[config.mk]
export PLATFORM = sky130hd
export DESIGN_NAME = key_capture_flat
export DESIGN_NICKNAME = d
export VERILOG_FILES = /design/src/rtl/key_capture_if.sv /design/src/rtl/key_capture.sv /design/src/flat_wrapper.sv
export SDC_FILE = /design/constraint.sdc
export NUM_CORES = 1
export LEC_CHECK = 0
export ABC_CLOCK_PERIOD_IN_PS = 3800
export BUFFER_PORTS_ARGS = -buffer_cell sky130_fd_sc_hd__buf_2
export CORE_ASPECT_RATIO = 1.5
export CORE_MARGIN = 8
export CORE_UTILIZATION = 25
export CTS_CLUSTER_DIAMETER = 200
export CTS_CLUSTER_SIZE = 40
export DETAILED_ROUTE_END_ITERATION = 6
export MAX_ROUTING_LAYER = met4
export PLACE_DENSITY_LB_ADDON = 0.15
export SYNTH_ARGS = -nofsm -noshare
export SYNTH_HDL_FRONTEND = slang
export SYNTH_SLANG_ARGS = --single-unit
[constraint.sdc]
create_clock -name clk -period 3.8 [get_ports clk]
set_clock_uncertainty 0.15 [all_clocks]
set_input_delay 0.76 -clock clk [delete_from_list [all_inputs] [get_ports clk]]
set_output_delay 0.76 -clock clk [all_outputs]
set_load 0.005 [all_outputs]
[src/rtl/key_capture_if.sv]
// Keypad scanner signal bundle: row sense in, column drive and results out.
`timescale 1ns/1ps
interface key_capture_if;
   logic [3:0]  row;
   logic [2:0]  col;
   logic [11:0] key;
   logic [11:0] key_save;
   logic        key_valid;
   logic        enter;

   modport master (
      input  row,
      output col, key, key_save, key_valid, enter
   );

   modport slave (
      output row,
      input  col, key, key_save, key_valid, enter
   );
endinterface

[src/rtl/key_capture.sv]
// 3x4 keypad scanner with frame debounce and single-accept press FSM.
// Define KEY_CAPTURE_HASH_ENTER_EN to make '#' the enter key.
`timescale 1ns/1ps
module key_capture #(
   parameter int unsigned SCAN_DIV = 1000,
   parameter int unsigned DEB_CNT  = 4
) (
   input logic        clk,
   input logic        reset,
   key_capture_if.master kp
);

   typedef enum logic [1:0] {
      RELEASED, PRESSING, HELD, RELEASING
   } state_t;

   state_t      state, state_nxt;
   logic [3:0]  row_s1, row_s2;
   logic [15:0] scan_cnt;
   logic [2:0]  col;
   logic [11:0] raw, prev, frame;
   logic [11:0] key_r, key_nxt, key_save;
   logic [3:0]  stab, stab_nxt;
   logic        col_end, frame_end;
   logic        one_hot, acc, acc_digit;
   logic        key_valid, enter;

   assign col_end   = scan_cnt == 16'(SCAN_DIV - 1);
   assign frame_end = col_end & col[2];
   assign one_hot   = (frame != '0) &&
                      ((frame & (frame - 12'd1)) == '0);

   // Last column is sampled live so the frame is complete at its end.
   always_comb begin
      frame     = raw;
      frame[2]  = row_s2[0];
      frame[5]  = row_s2[1];
      frame[8]  = row_s2[2];
      frame[11] = row_s2[3];
   end

   always_comb begin
      stab_nxt = 4'd1;
      if (frame == prev)
         stab_nxt = (stab >= 4'(DEB_CNT)) ?
                    4'(DEB_CNT) : stab + 4'd1;
   end

   always_comb begin
      state_nxt = state;
      key_nxt   = key_r;
      acc       = 1'b0;
      if (frame_end) begin
         unique case (state)
            RELEASED: begin
               if (one_hot) state_nxt = PRESSING;
            end
            PRESSING: begin
               if (!one_hot || frame != prev) begin
                  state_nxt = RELEASED;
               end else if (stab_nxt == 4'(DEB_CNT)) begin
                  state_nxt = HELD;
                  key_nxt   = frame;
                  acc       = 1'b1;
               end
            end
            HELD: begin
               if (frame != key_r) state_nxt = RELEASING;
            end
            RELEASING: begin
               if (frame == key_r) begin
                  state_nxt = HELD;
               end else if (frame == '0 &&
                            stab_nxt == 4'(DEB_CNT)) begin
                  state_nxt = RELEASED;
                  key_nxt   = '0;
               end
            end
            default: state_nxt = RELEASED;
         endcase
      end
   end

   assign acc_digit = acc & ~key_nxt[9] & ~key_nxt[11];

   always_ff @(posedge clk or posedge reset) begin
      if (reset) state <= RELEASED;
      else       state <= state_nxt;
   end

   always_ff @(posedge clk or posedge reset) begin
      if (reset) begin
         row_s1    <= '0;
         row_s2    <= '0;
         scan_cnt  <= '0;
         col       <= 3'b001;
         raw       <= '0;
         prev      <= '0;
         stab      <= '0;
         key_r     <= '0;
         key_save  <= '0;
         key_valid <= 1'b0;
         enter     <= 1'b0;
      end else begin
         row_s1 <= kp.row;
         row_s2 <= row_s1;
         if (col_end) begin
            scan_cnt <= '0;
            col      <= {col[1:0], col[2]};
            for (int r = 0; r < 4; r++) begin
               if (col[0]) raw[r*3]     <= row_s2[r];
               if (col[1]) raw[r*3 + 1] <= row_s2[r];
               if (col[2]) raw[r*3 + 2] <= row_s2[r];
            end
         end else begin
            scan_cnt <= scan_cnt + 16'd1;
         end
         if (frame_end) begin
            prev <= frame;
            stab <= stab_nxt;
         end
         key_r     <= key_nxt;
         key_valid <= acc_digit;
         if (acc_digit) key_save <= key_nxt;
`ifdef KEY_CAPTURE_HASH_ENTER_EN
         enter <= acc & key_nxt[11];
`else
         enter <= key_valid;
`endif
      end
   end

   assign kp.col       = col;
   assign kp.key       = key_r;
   assign kp.key_save  = key_save;
   assign kp.key_valid = key_valid;
   assign kp.enter     = enter;

endmodule
[src/flat_wrapper.sv]
// flat-port wrapper written by rule: the top's interface ports become plain ports
module key_capture_flat 
#(
   parameter int unsigned SCAN_DIV = 1000,
   parameter int unsigned DEB_CNT  = 4
)
  (clk, reset, kp_row, kp_col, kp_key, kp_key_save, kp_key_valid, kp_enter);
  key_capture_if kp_i ();
  input logic clk;
  input logic reset;
  input wire logic [$bits(kp_i.row)-1:0] kp_row;
  output wire logic [$bits(kp_i.col)-1:0] kp_col;
  output wire logic [$bits(kp_i.key)-1:0] kp_key;
  output wire logic [$bits(kp_i.key_save)-1:0] kp_key_save;
  output wire logic [$bits(kp_i.key_valid)-1:0] kp_key_valid;
  output wire logic [$bits(kp_i.enter)-1:0] kp_enter;
  assign kp_i.row = kp_row;
  assign kp_col = kp_i.col;
  assign kp_key = kp_i.key;
  assign kp_key_save = kp_i.key_save;
  assign kp_key_valid = kp_i.key_valid;
  assign kp_enter = kp_i.enter;
  key_capture #(.SCAN_DIV(SCAN_DIV), .DEB_CNT(DEB_CNT)) u_core (.clk(clk), .reset(reset), .kp(kp_i));
endmodule
# After elaboration in Yosys (flattened, before gate mapping)
# Cells that the tools add are included.
[op_classes]
muxes = 20
n_eq_ne = 13
magnitude_cmp = 1
reduce_logical = 11
n_bitwise = 6
n_addsub = 3
[op_table]
columns = ["op", "count"]
rows = [
  ["$mux W12", 5],
  ["$eq A12 B12 Y1", 2],
  ["$logic_not A12 Y1", 2],
  ["$ne A12 B12 Y1", 2],
  ["$pmux W12 S2", 1],
  ["$add A16 B1 Y16 const B", 1],
  ["$eq A16 B10 Y1 const B", 1],
  ["$mux W16", 1],
  ["$and A12 B12 Y12", 1],
  ["$mux W2", 6],
  ["$reduce_bool A12 Y1", 1],
  ["$sub A12 B1 Y12 const B", 1],
  ["$mux W4", 2],
  ["$pmux W2 S4", 1],
  ["$ne A3 B1 Y1 const B", 2],
  ["$reduce_and A5 Y1", 1],
  ["$add A4 B1 Y4 const B", 1],
  ["$eq A2 B2 Y1 const B", 2],
  ["$eq A4 B3 Y1 const B", 1],
  ["$ge A4 B3 Y1 const B", 1],
  ["$mux W1", 4],
  ["$ne A2 B1 Y1 const B", 2],
  ["$reduce_and A2 Y1", 2],
  ["$and A1 B1 Y1", 3],
  ["6 further kinds", 8],
]
[totals]
regBits = 79
wordCells = 67
out_inout_bits = 29

# Depth between registers and ports, before layout
# Gate-level depths: netlist (run 1).
[depth]
ltp_word = 12
depth_mapped = 9

# Worst setup path before layout (run 1)
# No wires, ideal clock.
[synth_timing]
path_type = "register to register"
from = "register u_core.raw[0]"
to = "register u_core.key_r[9], in the netlist u_core.kp.key[9]"
setup_slack_ps = 1052
required_ps = 3529
t_arrival_ps = 2477
stages_incl_launch_ff = 9
setup_time_ps = 121
period_less_slack_ps = 2748
path_buffers = 2
cell_sequence = "dfrtp_1 -> buf_6 -> or4_4 -> a221oi_1 -> nor2_1 -> or3_4 -> a211o_1 -> buf_6 -> a22o_1"
[synth_between]
elab_chain_cells = 9
elab_cells_between_ends = 20
[synth_lines]
columns = ["item", "line", "source"]
rows = [
  ["start: declaration", "key_capture.sv:21", "logic [11:0] raw, prev, frame;"],
  ["start signal: indexed assignment", "key_capture.sv:111", "if (col[0]) raw[r*3] <= row_s2[r];"],
  ["start signal: indexed assignment", "key_capture.sv:112", "if (col[1]) raw[r*3 + 1] <= row_s2[r];"],
  ["start signal: indexed assignment", "key_capture.sv:113", "if (col[2]) raw[r*3 + 2] <= row_s2[r];"],
  ["$sub A12 B1 Y12", "key_capture.sv:31", "((frame & (frame - 12'd1)) == '0);"],
  ["$and A12 B12 Y12", "key_capture.sv:31", ""],
  ["$logic_not A12 Y1", "key_capture.sv:31", ""],
  ["$logic_and A1 B1 Y1", "key_capture.sv:30", "assign one_hot = (frame != '0) &&"],
  ["$logic_not A1 Y1", "key_capture.sv:59", "if (!one_hot || frame != prev) begin"],
  ["$logic_or A1 B1 Y1", "key_capture.sv:59", ""],
  ["$mux W12", "key_capture.sv:59", ""],
  ["$pmux W12 S2 *", "key_capture.sv:54", "unique case (state)"],
  ["$mux W12 *", "key_capture.sv:53", "if (frame_end) begin"],
  ["net u_core.key_nxt[9]", "key_capture.sv:22", "logic [11:0] key_r, key_nxt, key_save;"],
  ["end signal: assignment", "key_capture.sv:122", "key_r <= key_nxt;"],
  ["end: declaration", "key_capture.sv:22", ""],
]
# Mark *: on every way through the listed nets, which the timed path passes. The rest lies on a longest branch.
# A chain may end at the register's enable or synchronous reset.

# Final worst setup path (run 1)
[layout_timing]
from = "register u_core.raw[3]"
to = "register u_core.key_r[2], in the netlist u_core.kp.key[2]"
# Same word-level chain as after synthesis.

==> impl_metrics.csv, run 1 <==
group,metric,value,unit
sta,hold_violations,0,
placed_design,pre_cts_slack,0.7894,ns
clock_tree,cts_hold_buf,0,
placed_design,place_area,3933,um2
run,drv_cap,0,
worst_setup_path,r2r_cells,6,
logic_synthesis,ys_warn_count,0,
worst_setup_path,cp-end-kind,"register",
layout,final-seq-area,1978,um2
clock_tree,clkSlewWorstSetupHoldPaths,0.06,ns
worst_setup_path,criticalPathCategory,"register to register",
drt,viasPerCell,4.434,
layout,nets,375,
pwr,p_sw_frac,0.2181,
placed_design,portBuffers,34,
worst_setup_path,path_buf_inv,0,
sta,whs,0.1944,ns
clock_tree,post_cts_resized,0,
logic_synthesis,postSynthAreaPerCell,10.58,um2
worst_setup_path,worst-path-max-fanout,12,
status,outcome,"complete, no violations",
logic_synthesis,yosysTopAreaCellShare,0.5489,
hold_path,min_delay_worst_endpoint,"u_core.row_s2[1]",
floorplan,fp.coreArea,13990,um2
logic_synthesis,yosys-top-cells-area,"dfrtp_1 (55%), xor2_1 (7.6%), nand2_1 (6.2%)",
floorplan,io_pins,35,
worst_setup_path,required,3.87,ns
floorplan,rows,53,
layout,fin_area,4202,um2
logic_synthesis,yosysTopAreaCell,"dfrtp_1",
worst_setup_path,crit_path_start_kind,"register",
worst_setup_path,reg2reg_slack,0.78,ns
hold_path,min_path_cells,0,
drt,via_count,2501,
pwr,peakVddDrop,0.1769,mV
pwr,finalPower,1.687,mW
floorplan,start_util,0.2541,
logic_synthesis,synth_fp_nets,344,
sta,setup_ws,0.7770,ns
placed_design,dp_hpwl,5.802,mm
clock_tree,clockBufferDepth,2,
logic_synthesis,synth_flop_cell,"dfrtp_1",
layout,areaGrowthSynthToFinish,18.16,%
global_routing,grt_max_degree,50,
placed_design,dp.cells,548,
sta,tightest_slew,0.8632,ns
pwr,internal-power,1.319,mW
worst_setup_path,cp_slowest_cell,"dfrtp_1",
pwr,power.share.clock,0.469,
pwr,switching_power,0.3678,mW
global_routing,grt.overflow.total,0,
floorplan,die_h,162.1,um
drt,firstDrtPassIters,4,
logic_synthesis,synth_cells,336,
logic_synthesis,ys_ff_latch,79,
sta,drv_slew,0,
placed_design,gp_congestion,0.7493,
pwr,power_frac_comb,0.024,
logic_synthesis,ys_seq_area_frac,0.5563,
drt,routed_wl,8.398,mm
sta,min_period,3.023,ns
sta,setup_violations,0,
pwr,power.density,401.5,nW/um2
clock_tree,cts_sinks,79,
pwr,p_leak,2.097,nW
layout,multi_input_area,1429,um2
clock_tree,postCtsSetupBuffers,0,
floorplan,fp.dieArea,18370,um2
floorplan,die_width,113.4,um
global_routing,grt_pass1_vias,2607,
layout,nFillCells,1469,
clock_tree,root_buffer,"clkbuf_16",
layout,final_util,0.3003,
drt,drtIter0Drc,95,
hold_path,min_from,"u_core.row_s1[1]",
worst_setup_path,crit_arrival,3.09,ns
sta,fmax,330.8,MHz
logic_synthesis,ys_types,48,
sta,rsz0062_at_grt,"no",
global_routing,track_usage,0.1007,
drt,drc_errors,0,
logic_synthesis,async_reset_ff_frac,1.000,
pwr,p_seq_frac,0.507,
worst_setup_path,max_stage_delay,0.52,ns
sta,fin_crit_sh,0.7955,
worst_setup_path,timing.rr.start,"u_core.raw[3]",
layout,antenna-diode-count,0,
drt,ant_nets,0,
sta,setup-tns-final,0,ns
clock_tree,cts_buffers,9,
clock_tree,cts_tree,"built",
worst_setup_path,cp_top_family,"compound AO/OA/AOI/OAI gates",
global_routing,grt_pass1_wl,13.92,mm
hold_path,hold_class,"register to register",
clock_tree,h-tree-depth,3,
drt,wl_per_cell,14.89,um
clock_tree,clk_latency,0.33,ns
layout,final_cells,564,
logic_synthesis,synth_area,3556,um2
global_routing,antenna_found_initial,0,
worst_setup_path,r2r-end,"u_core.kp.key[2]",
logic_synthesis,synth_edf_count,0,
worst_setup_path,crit_chain,"or3_1 -> a2111oi_0 -> nor2_1 -> or3_4 -> a211o_1 -> a22o_1",
layout,layout-drive-gt1-share,0.1855,
sta,maxSlewHeadroom,0.4239,
-- per-layer routing --
layer  wire [um]  global-route usage  up-vias
met1        3697              0.1122     1243
met5           0                   -        -
met2        4210              0.1646       37
met4         150             0.04380        0
li1            -                   -     1211
met3         340             0.02936       10
-- synth_stat cells (2+ instances only) --
cell type	number
mux2_2	9
xor2_1	31
inv_1	15
dfrtp_1	78
nor2b_1	3
o211ai_1	3
and2_1	2
ha_1	2
buf_2	7
a22o_1	12
xnor2_1	7
nor4b_1	4
clkbuf_1	11
o22ai_1	2
o21ai_1	5
or3_1	3
and4_1	2
nor2_1	16
and3_1	4
nand2_1	59
nor4_1	8
a211oi_1	2
nor3_1	4
buf_6	2
nand4_1	4
o21ai_0	8
nand3_1	12
-- worst max path at each step --
stage | slack [ns] | endpoint | depth (start not counted) | from
floorplan | 0.87 | u_core.kp.col[1] | 1 | reset
global placement | 0.82 | u_core.kp.key[3] | 6 | u_core.row_s2[2]
detailed placement | 0.79 | u_core.kp.key[2] | 6 | u_core.raw[3]
CTS | 0.77 | u_core.kp.key[2] | 6 | u_core.raw[3]
global route | 0.56 | u_core.kp.key[4] | 6 | u_core.raw[3]
finish | 0.78 | u_core.kp.key[2] | 6 | u_core.raw[3]
-- final cells by class --
| type | instances | area share |
|---|---|---|
| multi-input cells | 222 | 0.3401 |
| clock inverters | 3 | 0.004467 |
| repair buffers | 40 | 0.05420 |
| well taps | 192 | 0.05718 |
| clock buffers | 13 | 0.05956 |
| flip-flops and latches | 79 | 0.4708 |
| inverters | 15 | 0.01370 |
-- cells in the final DEF, fill, tap and decap left out, types with 3 or more instances in the layout --
master	instances
nand4_1	4
inv_1	14
xor2_1	31
nor2b_1	3
clkbuf_16	9
nor3_1	4
nand2_1	59
nor4_1	7
nor2_1	16
nor4b_1	4
clkinv_2	3
a22o_1	12
mux2_2	9
o211ai_1	3
buf_2	34
nand3_1	12
dfrtp_1	78
and3_1	4
or3_1	3
xnor2_1	7
o21ai_0	8
o21ai_1	5
clkbuf_1	3
buf_4	5
-- flip-flops by register name (all words and copies together) (netlist names) --
| name | cells |
|---|---|
| u_core.kp.col | 3 |
| u_core.kp.enter | 1 |
| u_core.kp.key | 12 |
| u_core.kp.key_save | 12 |
| u_core.kp.key_valid | 1 |
| u_core.prev | 12 |
| u_core.raw | 8 |
| u_core.row_s1 | 4 |
| u_core.row_s2 | 4 |
| u_core.scan_cnt | 16 |
| u_core.stab | 4 |
| u_core.state | 2 |
-- power by group through the flow --
stage	Clock (mW)	Sequential [mW]	Combinational (mW)
after floorplan	0	0.862	0.0338
after CTS	0.823	0.855	0.0433
after global placement	0	0.871	0.0429
final	0.791	0.855	0.0408
after detailed placement	0	0.871	0.0433
after global routing	0.857	0.855	0.0470
-- cells by family after synthesis --
group | share of synthesized area
xor+xnor | 0.09360
buf+inv | 0.04363
fa+ha+maj | 0.009851
compound gates | 0.08797
flops | 0.5563
mux | 0.02850
simple gates | 0.1802
Note: power is estimated with default switching activity, not from simulation.
==> run 2: changes to the inputs <==
--- a/config.mk
+++ b/config.mk
@@ -5,7 +5,8 @@
 export SDC_FILE = /design/constraint.sdc
 export NUM_CORES = 1
 export LEC_CHECK = 0
-export ABC_CLOCK_PERIOD_IN_PS = 3800
+export ABC_AREA = 1
+export ABC_CLOCK_PERIOD_IN_PS = 3000
 export BUFFER_PORTS_ARGS = -buffer_cell sky130_fd_sc_hd__buf_2
 export CORE_ASPECT_RATIO = 1.5
 export CORE_MARGIN = 8
==> constraint.sdc (replaced) <==
create_clock -name clk -period 3 [get_ports clk]
set_clock_uncertainty 0.15 [all_clocks]
set_input_delay 0.6 -clock clk [delete_from_list [all_inputs] [get_ports clk]]
set_output_delay 0.6 -clock clk [all_outputs]
set_load 0.005 [all_outputs]
==> run 2 against run 1 <==
Via count increased by 24%. Total power increased by 33%. Fmax increased by 18%. Sequential share of layout area decreased by 5.1 points. Wire length increased by 14%. First-iteration DRC count increased by 69%. Hold slack got worse by 0.027 ns. Final area increased by 12%. Combinational power increased by 54%. Sequential power increased by 26%. Count of clock-buffer cells in the layout unchanged. Largest cell class unchanged. Flip-flop and latch count unchanged.
==> impl_metrics.csv, run 2 <==
group,metric,value,unit
clock_tree,root_buffer,"clkbuf_16",
clock_tree,cts_buffers,9,
sta,maxSlewHeadroom,0.5857,
floorplan,die_h,171.5,um
worst_setup_path,reg2reg_slack,0.44,ns
layout,final_util,0.2946,
sta,hold_violations,0,
clock_tree,clk_latency,0.34,ns
worst_setup_path,criticalPathCategory,"register to register",
global_routing,grt.overflow.total,0,
clock_tree,clkSlewWorstSetupHoldPaths,0.06,ns
sta,rsz0062_at_grt,"no",
global_routing,antenna_found_initial,0,
sta,setup-tns-final,0,ns
global_routing,grt_pass1_vias,3352,
placed_design,portBuffers,34,
logic_synthesis,synth_cells,493,
sta,drv_slew,0,
worst_setup_path,crit_top_cell,"nand2_1",
drt,via_count,3091,
drt,routed_wl,9.588,mm
layout,largest_reg_flops,16,
layout,nets,537,
pwr,p_leak,2.453,nW
clock_tree,cts_hold_buf,0,
logic_synthesis,synth_fp_nets,501,
layout,multi_input_area,1677,um2
drt,ant_nets,0,
logic_synthesis,synth_common_cells,"nand2_1 (155), dfrtp_1 (78), inv_1 (63), nor2_1 (47), o21ai_0 (27)",
drt,firstDrtPassIters,4,
worst_setup_path,crit_chain,"inv_1 -> nand2_1 -> nor3_1 -> nand2_1 -> nand2_1 -> nand3_1 -> nor2_2 -> nand2_2 -> nor2_4 -> nand2_4 -> nor2_8 -> nand3_4 -> o21bai_1 -> nand2_1",
layout,areaGrowthSynthToFinish,16.87,%
sta,setup_violations,0,
drt,drtIter0Drc,161,
clock_tree,h-tree-depth,3,
logic_synthesis,ys_types,34,
sta,fin_crit_sh,0.8531,
logic_synthesis,synth_edf_count,0,
drt,viasPerCell,4.177,
run,drv_cap,0,
sta,whs,0.1673,ns
floorplan,fp.coreArea,15980,um2
worst_setup_path,crit_path_start_kind,"register",
hold_path,hold_class,"input pin to async pin",
worst_setup_path,cp_slowest_cell,"dfrtp_1",
sta,fmax,390.7,MHz
logic_synthesis,synth_area,4028,um2
global_routing,grt_pass1_wl,16.93,mm
layout,antenna-diode-count,0,
worst_setup_path,cp-end-kind,"register",
floorplan,io_pins,35,
floorplan,fp.dieArea,20510,um2
floorplan,rows,57,
pwr,peakVddDrop,0.2491,mV
sta,min_period,2.559,ns
logic_synthesis,ys_warn_count,0,
floorplan,die_width,119.6,um
clock_tree,clockBufferDepth,2,
pwr,power.density,478.1,nW/um2
worst_setup_path,crit_arrival,2.63,ns
logic_synthesis,synth_most_common_cell,"nand2_1",
logic_synthesis,yosys-top-cells-area,"dfrtp_1 (48%), nand2_1 (14%), inv_1 (5.9%)",
logic_synthesis,ys_seq_area_frac,0.4911,
status,outcome,"complete, no violations",
clock_tree,cts_tree,"built",
layout,final-seq-area,1978,um2
logic_synthesis,yosysTopAreaCellShare,0.4846,
layout,layout-drive-gt1-share,0.1592,
placed_design,dp_hpwl,7.385,mm
sta,tightest_slew,0.6207,ns
layout,layout_commonest_cell,"nand2_1",
global_routing,track_usage,0.1059,
layout,largest-register,"u_core.scan_cnt",
layout,mostFrequentLayoutCells,"nand2_1 (155), dfrtp_1 (78), inv_1 (62)",
drt,drc_errors,0,
worst_setup_path,worst-path-max-fanout,11,
placed_design,gp_congestion,0.7890,
layout,nFillCells,1760,
drt,wl_per_cell,12.96,um
logic_synthesis,yosysTopAreaCell,"dfrtp_1",
logic_synthesis,ys_ff_latch,79,
floorplan,start_util,0.2521,
logic_synthesis,postSynthAreaPerCell,8.170,um2
logic_synthesis,async_reset_ff_frac,1.000,
global_routing,grt_max_degree,47,
clock_tree,cts_sinks,79,
worst_setup_path,required,3.07,ns
logic_synthesis,synth_flop_cell,"dfrtp_1",
worst_setup_path,max_stage_delay,0.47,ns
## run 2: cell type report
type	count	area share
flip-flops and latches	79	0.4203
multi-input cells	330	0.3562
clock buffers	13	0.05529
well taps	206	0.05476
inverters	68	0.05449
repair buffers	41	0.04997
clock inverters	3	0.009038
## run 2: path summary, 6_finish.rpt
check / end / depth (start not counted) / start
worst max register to register: u_core.kp.key_save[8] / 14 / u_core.raw[10]
worst max-delay path: u_core.kp.key_save[8] / 14 / u_core.raw[10]
worst min register to register: u_core.row_s2[0] / 0 / u_core.row_s1[0]
worst min-delay path: u_core.prev[3] / 2 / reset
max in group asynchronous: u_core.kp.col[0] / 3 / reset
min in group clk: u_core.row_s2[0] / 0 / u_core.row_s1[0]
## run 2: routing by layer
metal	up-vias	GRT usage	routed length, um
li1	1597	-	-
met1	1432	0.1240	4475
met2	49	0.1724	4581
met3	13	0.02300	300
met4	0	0.04526	230
met5	-	-	0
## run 2: through the flow
step | total power, mW | instances | setup WS [ns] | area (um2)
2_1_floorplan | 1.141 | 493 | 0.2283 | 4028
3_3_place_gp | 1.164 | 724 | 0.2802 | 4397
3_5_place_dp | 1.164 | 724 | 0.2622 | 4397
4_1_cts | 2.303 | 740 | 0.2393 | 4700
5_1_grt | 2.363 | 740 | 0.1138 | 4707
6_report | 2.250 | 740 | 0.4406 | 4707
## run 2: cells by family (layout without fill, tap and decap cells)
logic type / after synthesis / in the layout / synth area share
AOI/OAI and AO/OA: 48 / 48 / 0.07611
xor gates and xnor gates: 24 / 24 / 0.05219
adders and majority gates: 2 / 2 / 0.006212
buffers and inverters: 84 / 125 / 0.09444
DFF: 79 / 79 / 0.4911
muxes: 1 / 1 / 0.002796
and+or+nand+nor: 255 / 255 / 0.2771
## run 2: timing repair
item | CTS | global route
hold endpoints to repair | 0 | 0
resized for setup | 0 | 1
endpoints found under the setup margin | 0 | 1
setup buffers | 0 | 0
## run 2: power breakdown
group / internal, mW / total [mW] / switching (mW)
Combinational: 0.0178 / 0.0628 / 0.0450
Clock: 0.689 / 1.11 / 0.420
Sequential: 1.07 / 1.08 / 0.00739
## run 2: worst max-delay path, delay by kind of cell (launching register included)
kind / cells / cell delay (ns)
DFF: 1 / 0.47
AOI/OAI and AO/OA: 1 / 0.18
and+or+nand+nor: 12 / 1.44
buffers and inverters: 1 / 0.20
==> run 3: changes to the inputs <==
--- a/config.mk
+++ b/config.mk
@@ -6,7 +6,7 @@
 export NUM_CORES = 1
 export LEC_CHECK = 0
 export ABC_AREA = 1
-export ABC_CLOCK_PERIOD_IN_PS = 3000
+export ABC_CLOCK_PERIOD_IN_PS = 2100
 export BUFFER_PORTS_ARGS = -buffer_cell sky130_fd_sc_hd__buf_2
 export CORE_ASPECT_RATIO = 1.5
 export CORE_MARGIN = 8
@@ -14,6 +14,7 @@
 export CTS_CLUSTER_DIAMETER = 200
 export CTS_CLUSTER_SIZE = 40
 export DETAILED_ROUTE_END_ITERATION = 6
+export GPL_ROUTABILITY_DRIVEN = 0
 export MAX_ROUTING_LAYER = met4
 export PLACE_DENSITY_LB_ADDON = 0.15
 export SYNTH_ARGS = -nofsm -noshare
==> constraint.sdc (replaced) <==
create_clock -name clk -period 2.1 [get_ports clk]
set_clock_uncertainty 0.15 [all_clocks]
set_input_delay 0.42 -clock clk [delete_from_list [all_inputs] [get_ports clk]]
set_output_delay 0.42 -clock clk [all_outputs]
set_load 0.005 [all_outputs]
==> run 3 against run 2 <==
The run now ends with setup timing left. Combinational power rose by 97%. Via count grew 9.9%. Fmax up 5.5%. Clock power increased by 41%. Count of clock-buffer cells in the layout fell by 1. Largest cell class unchanged. Flip-flop and latch count unchanged. Sequential power grew 43%. Total power increased by 44%. Sequential share of layout area decreased by 6.6 points.
==> impl_metrics.csv, run 3 (synthesis results as in run 2) <==
group,metric,value,unit
layout,nets,615,
floorplan,die_width,119.6,um
status,violations,"setup timing",
sta,setup_ws,-0.3251,ns
worst_setup_path,worst-path-max-fanout,5,
clock_tree,cts_buffers,9,
sta,fin_crit_sh,1.155,
layout,final_util,0.3499,
floorplan,rows,57,
clock_tree,clockBufferDepth,2,
placed_design,pre_cts_slack,-0.3588,ns
clock_tree,root_buffer,"clkbuf_16",
placed_design,dp_hpwl,8.077,mm
drt,viasPerCell,4.153,
placed_design,dp.cells,794,
worst_setup_path,criticalPathCategory,"register to register",
run,drv_cap,0,
drt,firstDrtPassIters,4,
drt,drtIter0Drc,178,
drt,via_count,3397,
floorplan,start_util,0.2521,
layout,multi_input_area,1868,um2
sta,fmax,412.4,MHz
layout,areaGrowthSynthToFinish,38.80,%
placed_design,portBuffers,34,
sta,tightest_slew,0.4274,ns
global_routing,antenna_found_initial,0,
sta,min_period,2.425,ns
drt,routed_wl,10.52,mm
sta,drv_slew,0,
pwr,p_leak,2.985,nW
layout,layout_commonest_cell,"nand2_1",
sta,rsz0062_at_grt,"yes",
pwr,peakVddDrop,0.3150,mV
worst_setup_path,required,2.23,ns
drt,ant_nets,0,
sta,hold_violations,0,
drt,wl_per_cell,12.86,um
floorplan,die_h,171.5,um
clock_tree,cts_tree,"built",
global_routing,grt_pass1_wl,17.43,mm
worst_setup_path,crit_path_start_kind,"register",
clock_tree,clk_latency,0.34,ns
layout,largest_reg_flops,16,
drt,drc_errors,0,
floorplan,fp.coreArea,15980,um2
pwr,power.density,579.0,nW/um2
clock_tree,cts_sinks,79,
global_routing,grt_pass1_vias,3590,
layout,antenna-diode-count,0,
worst_setup_path,cp-end-kind,"register",
floorplan,io_pins,35,
placed_design,place_area,5000,um2
sta,maxSlewHeadroom,0.7145,
layout,mostFrequentLayoutCells,"nand2_1 (136), dfrtp_1 (75), buf_4 (73)",
clock_tree,clkSlewWorstSetupHoldPaths,0.06,ns
worst_setup_path,crit_arrival,2.55,ns
layout,nFillCells,1678,
layout,final-seq-area,1982,um2
hold_path,hold_class,"input pin to register",
global_routing,grt.overflow.total,0,
clock_tree,h-tree-depth,3,
layout,fin_area,5590,um2
status,outcome,"finished, violations left",
layout,layout-drive-gt1-share,0.3366,
sta,setup-tns-final,-6.337,ns
global_routing,grt_max_degree,34,
layout,largest-register,"u_core.scan_cnt",
global_routing,track_usage,0.1109,
layout,final_cells,818,
floorplan,fp.dieArea,20510,um2
sta,setup_violations,26,
==> run 3: cell count changes in the layout (fill, tap and decap cells not counted), sizes merged <==
cell         before  now
buf              41  117
clkinvlp          1    2
dlygate4sd3       0    1
==> run 3: power by group <==
group / internal [mW] / leakage, nW / switching (mW) / total (mW)
sequential: 1.53 / 1.06 / 0.00864 / 1.54
clock: 0.950 / 0.143 / 0.624 / 1.57
combinational: 0.0489 / 1.78 / 0.0749 / 0.124
==> run 3: layer usage <==
layer | up-vias | track usage | wire (um)
li1 | 1750 | - | -
met4 | 0 | 0.04253 | 176
met5 | - | - | 0
met1 | 1592 | 0.1238 | 4612
met2 | 43 | 0.1889 | 5436
met3 | 12 | 0.02595 | 291
==> run 3: worst paths after layout <==
check,start,endpoint,slack [ns],cells after the start
setup / recovery,u_core.raw[1],u_core.kp.key_save[6],-0.33,16
hold / removal,kp_row[0],u_core.row_s1[0],0.03,1
setup reg to reg,u_core.raw[1],u_core.kp.key_save[6],-0.33,16
hold reg to reg,u_core.row_s1[2],u_core.row_s2[2],0.20,0
max in group asynchronous,reset,u_core.kp.col[0],0.76,4
min in group asynchronous,reset,u_core.scan_cnt[11],0.48,3
==> run 3: critical path, stage by stage (launching register included) <==
cell and delay, ns:
dfrtp_2 0.44, buf_12 0.14, nor2_8 0.11, nand2_4 0.08, nor2_2 0.11, nand2_1 0.06, nand2_1 0.07, nand3_2 0.09
nor2_4 0.15, nand2_2 0.07, nor2_4 0.17, nand4_1 0.17, buf_4 0.19, nand3_4 0.10, clkbuf_16 0.16, o21bai_2 0.05
nand2_1 0.05
==> run 3: through the flow <==
step / hold slack [ns] / power [mW]
after global placement: 0.1843 / 1.686
after floorplan: 0.1812 / 1.630
final: 0.03271 / 3.237
after detailed placement: 0.1871 / 1.686
after CTS: 0.02027 / 3.291
after global routing: 0.01328 / 3.390
==> run 3: repair_timing <==
action / CTS / global route
endpoints found under the hold margin: 15 / 0
hold buffers: 1 / 0
pin swaps: 3 / 12
gates cloned: 0 / 1
gates resized for setup: 13 / 52
setup endpoints to repair: 25 / 31
setup buffers: 4 / 2
==> run 3: cell type report <==
type	instances	area share
Multi-Input combinational cell	330	0.3342
Tap cell	206	0.04611
Clock inverter	4	0.008505
Sequential cell	79	0.3545
Inverter	68	0.04678
Timing Repair Buffer	119	0.1658
Clock buffer	12	0.04409
